**src/rtl/countdown_timer_pkg.sv**
```systemverilog
// Shared definitions for the countdown timer: FSM state encoding, BCD digit
// width and per-digit limits, plus the digit clamp helper used on preset load.
package countdown_timer_pkg;

    // Width of one BCD digit
    localparam int DIGIT_W = 4;

    // Largest legal value of a decimal digit and of a seconds-tens digit
    localparam logic [DIGIT_W-1:0] DIGIT_MAX_9 = 4'd9;
    localparam logic [DIGIT_W-1:0] DIGIT_MAX_5 = 4'd5;

    // Timer control states
    typedef enum logic [1:0] {
        ST_IDLE  = 2'd0,
        ST_RUN   = 2'd1,
        ST_PAUSE = 2'd2,
        ST_DONE  = 2'd3
    } state_e;

    // Saturate an out-of-range BCD digit to the largest legal value
    function automatic logic [DIGIT_W-1:0] clamp_digit(
        input logic [DIGIT_W-1:0] val,
        input logic [DIGIT_W-1:0] max_val
    );
        logic [DIGIT_W-1:0] res;
        if (val > max_val) begin
            res = max_val;
        end else begin
            res = val;
        end
        return res;
    endfunction

endpackage

```
**src/rtl/countdown_timer_bcd_down_digit.sv**
```systemverilog
// One BCD down-counting digit. Wraps 0 -> MAX when enabled and raises
// o_borrow in that case so the next more significant digit decrements too.
// A load has priority over the enable; loaded values above MAX are clamped.
module bcd_down_digit
    import countdown_timer_pkg::*;
#(
    parameter logic [DIGIT_W-1:0] MAX = DIGIT_MAX_9
) (
    input  logic               clk,
    input  logic               reset_n,
    input  logic               i_en,
    input  logic               i_load,
    input  logic [DIGIT_W-1:0] i_load_val,
    output logic [DIGIT_W-1:0] o_digit,
    output logic               o_borrow
);

    logic [DIGIT_W-1:0] r_digit;

    // Digit register: load, decrement with wrap, or hold
    always_ff @(posedge clk or negedge reset_n) begin
        if (!reset_n) begin
            r_digit <= {DIGIT_W{1'b0}};
        end else if (i_load) begin
            r_digit <= clamp_digit(i_load_val, MAX);
        end else if (i_en) begin
            if (r_digit == {DIGIT_W{1'b0}}) begin
                r_digit <= MAX;
            end else begin
                r_digit <= r_digit - {{(DIGIT_W-1){1'b0}}, 1'b1};
            end
        end else begin
            r_digit <= r_digit;
        end
    end

    assign o_digit  = r_digit;
    assign o_borrow = i_en & (r_digit == {DIGIT_W{1'b0}});

endmodule

```
**src/rtl/countdown_timer.sv**
```systemverilog
// MM:SS BCD countdown timer driven by a 1 Hz tick enable.
// Commands: load (highest priority) > pause > start.
// Optional feature macro: COUNTDOWN_AUTORELOAD_EN -- on expiry the preset is
// reloaded and counting continues in RUN instead of stopping in DONE.
module countdown_timer
    import countdown_timer_pkg::*;
#(
    parameter int unsigned ALARM_TICKS = 32'd8
) (
    input  logic       clk,
    input  logic       reset_n,
    input  logic       tick,
    input  logic       load,
    input  logic       start,
    input  logic       pause,
    input  logic [7:0] set_min,
    input  logic [7:0] set_sec,
    output logic [7:0] min_bcd,
    output logic [7:0] sec_bcd,
    output logic       running,
    output logic       done,
    output logic       alarm
);

    localparam logic [7:0] ALARM_TICKS_C = ALARM_TICKS[7:0];

    state_e      r_state;
    state_e      w_state_nxt;
    logic [15:0] r_preset;
    logic        r_running;
    logic        r_done;
    logic        r_alarm;
    logic [7:0]  r_alarm_cnt;

    logic        w_dec;
    logic        w_reload;
    logic        w_done_nxt;
    logic        w_set_alarm;
    logic        w_dig_load;
    logic [15:0] w_set_clamped;
    logic [15:0] w_load_val;
    logic [15:0] w_count;
    logic        w_count_zero;
    logic        w_count_one;
    logic        w_preset_zero;
    logic [7:0]  w_alarm_cnt_inc;

    logic [DIGIT_W-1:0] w_sec_o;
    logic [DIGIT_W-1:0] w_sec_t;
    logic [DIGIT_W-1:0] w_min_o;
    logic [DIGIT_W-1:0] w_min_t;
    logic               w_borrow_so;
    logic               w_borrow_st;
    logic               w_borrow_mo;
    logic               w_unused_borrow_mt;

    // Preset digits saturated to legal BCD (seconds tens limited to 5)
    assign w_set_clamped = {clamp_digit(set_min[7:4], DIGIT_MAX_9),
                            clamp_digit(set_min[3:0], DIGIT_MAX_9),
                            clamp_digit(set_sec[7:4], DIGIT_MAX_5),
                            clamp_digit(set_sec[3:0], DIGIT_MAX_9)};

    assign w_count         = {w_min_t, w_min_o, w_sec_t, w_sec_o};
    assign w_count_zero    = (w_count == 16'h0000);
    assign w_count_one     = (w_count == 16'h0001);
    assign w_preset_zero   = (r_preset == 16'h0000);
    assign w_dig_load      = load | w_reload;
    assign w_load_val      = load ? w_set_clamped : r_preset;
    assign w_alarm_cnt_inc = r_alarm_cnt + 8'd1;

    // Four chained digits; each borrow enables the next digit up. The count
    // is only decremented while nonzero, so the top borrow never fires.
    bcd_down_digit #(.MAX(DIGIT_MAX_9)) u_sec_ones (
        .clk        (clk),
        .reset_n    (reset_n),
        .i_en       (w_dec),
        .i_load     (w_dig_load),
        .i_load_val (w_load_val[3:0]),
        .o_digit    (w_sec_o),
        .o_borrow   (w_borrow_so)
    );

    bcd_down_digit #(.MAX(DIGIT_MAX_5)) u_sec_tens (
        .clk        (clk),
        .reset_n    (reset_n),
        .i_en       (w_borrow_so),
        .i_load     (w_dig_load),
        .i_load_val (w_load_val[7:4]),
        .o_digit    (w_sec_t),
        .o_borrow   (w_borrow_st)
    );

    bcd_down_digit #(.MAX(DIGIT_MAX_9)) u_min_ones (
        .clk        (clk),
        .reset_n    (reset_n),
        .i_en       (w_borrow_st),
        .i_load     (w_dig_load),
        .i_load_val (w_load_val[11:8]),
        .o_digit    (w_min_o),
        .o_borrow   (w_borrow_mo)
    );

    bcd_down_digit #(.MAX(DIGIT_MAX_9)) u_min_tens (
        .clk        (clk),
        .reset_n    (reset_n),
        .i_en       (w_borrow_mo),
        .i_load     (w_dig_load),
        .i_load_val (w_load_val[15:12]),
        .o_digit    (w_min_t),
        .o_borrow   (w_unused_borrow_mt)
    );

    // FSM state register
    always_ff @(posedge clk or negedge reset_n) begin
        if (!reset_n) begin
            r_state <= ST_IDLE;
        end else begin
            r_state <= w_state_nxt;
        end
    end

    // FSM next state, decrement/reload strobes and expiry events
    always_comb begin
        w_state_nxt = r_state;
        w_dec       = 1'b0;
        w_reload    = 1'b0;
        w_done_nxt  = 1'b0;
        w_set_alarm = 1'b0;
        if (load) begin
            w_state_nxt = ST_IDLE;
        end else begin
            case (r_state)
                ST_IDLE, ST_PAUSE: begin
                    if (pause) begin
                        w_state_nxt = r_state;
                    end else if (start) begin
                        if (w_count_zero) begin
                            // Starting an empty timer counts as immediate expiry
                            w_state_nxt = ST_DONE;
                            w_done_nxt  = 1'b1;
                            w_set_alarm = 1'b1;
                        end else begin
                            w_state_nxt = ST_RUN;
                        end
                    end else begin
                        w_state_nxt = r_state;
                    end
                end
                ST_RUN: begin
                    if (pause) begin
                        w_state_nxt = ST_PAUSE;
                    end else if (tick && !w_count_zero) begin
                        w_dec = 1'b1;
                        if (w_count_one) begin
                            w_done_nxt  = 1'b1;
                            w_set_alarm = 1'b1;
`ifdef COUNTDOWN_AUTORELOAD_EN
                            if (!w_preset_zero) begin
                                w_dec       = 1'b0;
                                w_reload    = 1'b1;
                                w_state_nxt = ST_RUN;
                            end else begin
                                w_state_nxt = ST_DONE;
                            end
`else
                            w_state_nxt = ST_DONE;
`endif
                        end else begin
                            w_state_nxt = ST_RUN;
                        end
                    end else if (w_count_zero) begin
                        // Unreachable in normal operation; park safely
                        w_state_nxt = ST_DONE;
                    end else begin
                        w_state_nxt = ST_RUN;
                    end
                end
                ST_DONE: begin
                    w_state_nxt = ST_DONE;
                end
                default: begin
                    w_state_nxt = ST_IDLE;
                end
            endcase
        end
    end

    // Preset capture, kept for autoreload
    always_ff @(posedge clk or negedge reset_n) begin
        if (!reset_n) begin
            r_preset <= 16'h0000;
        end else if (load) begin
            r_preset <= w_set_clamped;
        end else begin
            r_preset <= r_preset;
        end
    end

    // Registered status outputs: running level and single-cycle done pulse
    always_ff @(posedge clk or negedge reset_n) begin
        if (!reset_n) begin
            r_running <= 1'b0;
            r_done    <= 1'b0;
        end else begin
            r_running <= (w_state_nxt == ST_RUN);
            r_done    <= w_done_nxt;
        end
    end

    // Alarm level: set on expiry, cleared after ALARM_TICKS further ticks or load
    always_ff @(posedge clk or negedge reset_n) begin
        if (!reset_n) begin
            r_alarm     <= 1'b0;
            r_alarm_cnt <= 8'd0;
        end else if (load) begin
            r_alarm     <= 1'b0;
            r_alarm_cnt <= 8'd0;
        end else if (w_set_alarm) begin
            r_alarm     <= 1'b1;
            r_alarm_cnt <= 8'd0;
        end else if (r_alarm && tick) begin
            if (w_alarm_cnt_inc == ALARM_TICKS_C) begin
                r_alarm     <= 1'b0;
                r_alarm_cnt <= 8'd0;
            end else begin
                r_alarm     <= 1'b1;
                r_alarm_cnt <= w_alarm_cnt_inc;
            end
        end else begin
            r_alarm     <= r_alarm;
            r_alarm_cnt <= r_alarm_cnt;
        end
    end

    assign min_bcd = {w_min_t, w_min_o};
    assign sec_bcd = {w_sec_t, w_sec_o};
    assign running = r_running;
    assign done    = r_done;
    assign alarm   = r_alarm;

endmodule

```
**config.mk**
```make
export PLATFORM = sky130hd
export DESIGN_NAME = countdown_timer
export DESIGN_NICKNAME = d
export VERILOG_FILES = /design/src/rtl/countdown_timer_pkg.sv /design/src/rtl/countdown_timer_bcd_down_digit.sv /design/src/rtl/countdown_timer.sv
export SDC_FILE = /design/constraint.sdc
export NUM_CORES = 1
export LEC_CHECK = 0
export CORE_UTILIZATION = 35
export CTS_BUF_LIST = sky130_fd_sc_hd__clkbuf_8
export DETAILED_ROUTE_END_ITERATION = 16
export GPL_TIMING_DRIVEN = 0
export PLACE_DENSITY_LB_ADDON = 0.15
export REMOVE_ABC_BUFFERS = 1
export SYNTH_ARGS = -nofsm -noshare
export SYNTH_HDL_FRONTEND = slang
export SYNTH_HIERARCHICAL = 1
export SYNTH_SLANG_ARGS = --single-unit
```
**constraint.sdc**
```tcl
create_clock -name clk -period 4.4 [get_ports clk]
set_input_delay 1.1 -clock clk [delete_from_list [all_inputs] [get_ports clk]]
set_output_delay 1.1 -clock clk [all_outputs]
set_load 0.05 [all_outputs]
```
==> key figures <==
Global route
  • Overflow after GRT: 0
  • Gr usage total: 0.153
  • Initial antenna violation count: 0
  • Vias in the first global route: 1959
  • M3 GR Usage: 0.0462
  • Met1 GRT Util: 0.198
  • Largest net degree at the start of global routing: 50
  • First-pass GRT wire length: 8.78 mm
  • Met2 usage: 0.251
  • GRT Max-Usage Layer: met2

Critical path
  • WP data required: 4.62 ns
  • CP startpoint kind: primary input
  • R2R setup slack: 1.05 ns
  • CP Data Arrival Time: 4.32 ns
  • RR Endpoint: u_min_tens/o_digit[1]$_DFFE_PN0P_
  • CP max FO: 6
  • Reg-to-Reg Start: u_min_tens/o_digit[0]$_DFFE_PN0P_
  • Crit. End Element: flip-flop
  • CP Class: primary input to flip-flop
  • Cells on worst reg2reg path: 13

Synth
  • Synthesis Warnings: 6
  • Mapped Cells: 244
  • Syn_area_per_cell: 9.74 um2
  • Synth Cell Area: 0.00238 mm2

Floorplanning
  • Die width: 84.4 um
  • I/O pin total: 41
  • Site Rows: 29
  • Die Y-Extent: 84.4 um
  • Starting Density: 0.368
  • Core Area: 0.00646 mm2
  • Die area: 0.00713 mm2

Drt
  • Via-per-instance ratio: 5.20
  • Detailed Route WL: 4.95 mm
  • WL per Instance: 13.5 um
  • Antenna Nets Post-Route: 0
  • Drt first pass iters: 11
  • DR iter-0 viols: 97
  • Vias: 1904
  • Residual DRC count: 2

Finish
  • Area Overhead vs Synth: 26.9%
  • Post-route cell area: 0.00302 mm2
  • ANT cells: 0
  • Layout cells sized above 1: 0.0900
  • Fin nets: 312
  • Final Core Density: 0.467
  • Commonest non-fill, non-tap cell in the layout: dfrtp_1
  • Most frequent cells in the layout: 45 x dfrtp_1, 38 x clkdlybuf4s50_1, 24 x o21ai_0, 23 x nor2_1, 16 x nand2_1

Clocking
  • H-tree Lvls: 2
  • Bufs on Longest Clock Path: 2
  • Clk sinks: 45
  • CTS tree: built
  • Post-cts resize count: 3
  • Post-CTS setup buffers: 0
  • Hold-fix buffers, CTS: 0
  • Clock Latency Late Sink: 0.30 ns
  • CTS Buf Count: 5
  • Reg clk slew, reported paths: 0.10 ns
  • CTS Root Cell: clkbuf_8

Pwr
  • Combinational fraction of design power: 0.191
  • Switch Pwr: 0.295 mW
  • Cell internal pwr: 0.686 mW
  • Flop pwr share: 0.483
  • Clock power share: 0.326
  • Switching Share: 0.301
  • Power per cell area: 325 mW/mm2
  • Max IR drop VDD: 134 uV
  • Static Leak: 1.14 nW

Timing
  • Fin. Hold Viols: 0
  • Final setup violation count: 0
  • Slew HR: 0.636
  • Maximum clock rate: 244 MHz
  • Final Slew Violations: 0
  • Slew of the pin with the lowest slew margin: 0.544 ns
  • Hold WS: 0.543 ns
  • Clock skew: 0.0100 ns
  • Setup WS post-layout: 0.300 ns
  • Minimum clock period: 4.10 ns
  • Fin crit share: 0.932
  • RSZ-0062 raised after global routing: no

Worst hold path
  • Worst Hold Launch: r_preset[12]$_DFF_PN0_
  • Hold endpoint: r_preset[12]$_DFF_PN0_
  • WHS Path Cells: 2
  • Worst hold path type: flip-flop to flip-flop

Status
  • Status: finished with violations
  • Failing checks: DRC

Placed design
  • Gp weighted congestion: 0.787
  • DP Wirelength: 3.45 mm
  • Port Buf Inserts: 40
  • Setup slack at placement: -0.713 ns
  • Area after DPL: 0.00287 mm2

Run
  • MaxCap Viol Count: 0
-- area by class of cell --
cell class	count	area (um2)
sequential	45	1130
tap	77	96.3
clock buffer	5	68.8
timing repair buffer	42	430
inverter	11	41.3
clock inverter	3	46.3
fill	656	3440
multi-input combinational	183	1210
-- through the flow --
| stage | setup TNS (ns) | total power, mW | std cells |
|---|---|---|---|
| floorplan | 0 | 0.581 | 239 |
| global placement | -13.97 | 0.666 | 356 |
| detailed placement | -2.65 | 0.670 | 358 |
| CTS | 0 | 0.997 | 366 |
| global route | 0 | 1.03 | 366 |
| finish | 0 | 0.981 | 366 |
-- worst max-delay path, stage by stage --
cell and delay, ns:
clkdlybuf4s50_1 0.57, nand3b_1 0.17, nor4_4 0.36, nor4b_4 0.29
nor2b_1 0.28, nand2b_1 0.17, nor4_4 0.25, nor4b_4 0.28
nor2b_2 0.27, nor3b_2 0.25, o21ai_0 0.13, a22oi_1 0.17
-- power by group through the flow --
| stage | logic, mW | registers [mW] | clock network (mW) |
|---|---|---|---|
| detailed placement | 0.188 | 0.482 | 0 |
| CTS | 0.189 | 0.474 | 0.333 |
| finish | 0.187 | 0.474 | 0.320 |
| global route | 0.203 | 0.480 | 0.350 |
| floorplan | 0.0540 | 0.527 | 0 |
| global placement | 0.184 | 0.482 | 0 |
-- registers in the layout (all words and copies together) (netlist names) --
| signal | count |
|---|---|
| done | 1 |
| alarm | 1 |
| u_sec_tens/o_digit | 4 |
| r_alarm_cnt | 8 |
| u_min_ones/o_digit | 4 |
| running | 1 |
| r_preset | 16 |
| u_sec_ones/o_digit | 4 |
| r_state | 2 |
| u_min_tens/o_digit | 4 |
-- worst max path at each step --
stage	slack, ns	startpoint	to
2_1_floorplan	0.53	tick	u_min_tens/o_digit[2]$_DFFE_PN0P_
3_3_place_gp	-1.96	load	u_min_tens/o_digit[2]$_DFFE_PN0P_
3_5_place_dp	-0.71	tick	u_min_tens/o_digit[2]$_DFFE_PN0P_
4_1_cts	0.08	tick	u_min_tens/o_digit[2]$_DFFE_PN0P_
5_1_grt	0.03	tick	u_min_tens/o_digit[2]$_DFFE_PN0P_
6_report	0.30	tick	u_min_tens/o_digit[1]$_DFFE_PN0P_
-- layer usage --
layer  vias up  share of wire
li1        957              -
met2        35           0.47
met1       910           0.49
met4         0         0.0046
met5         -              0
met3         2          0.040
(Power assumes the default switching activity.)
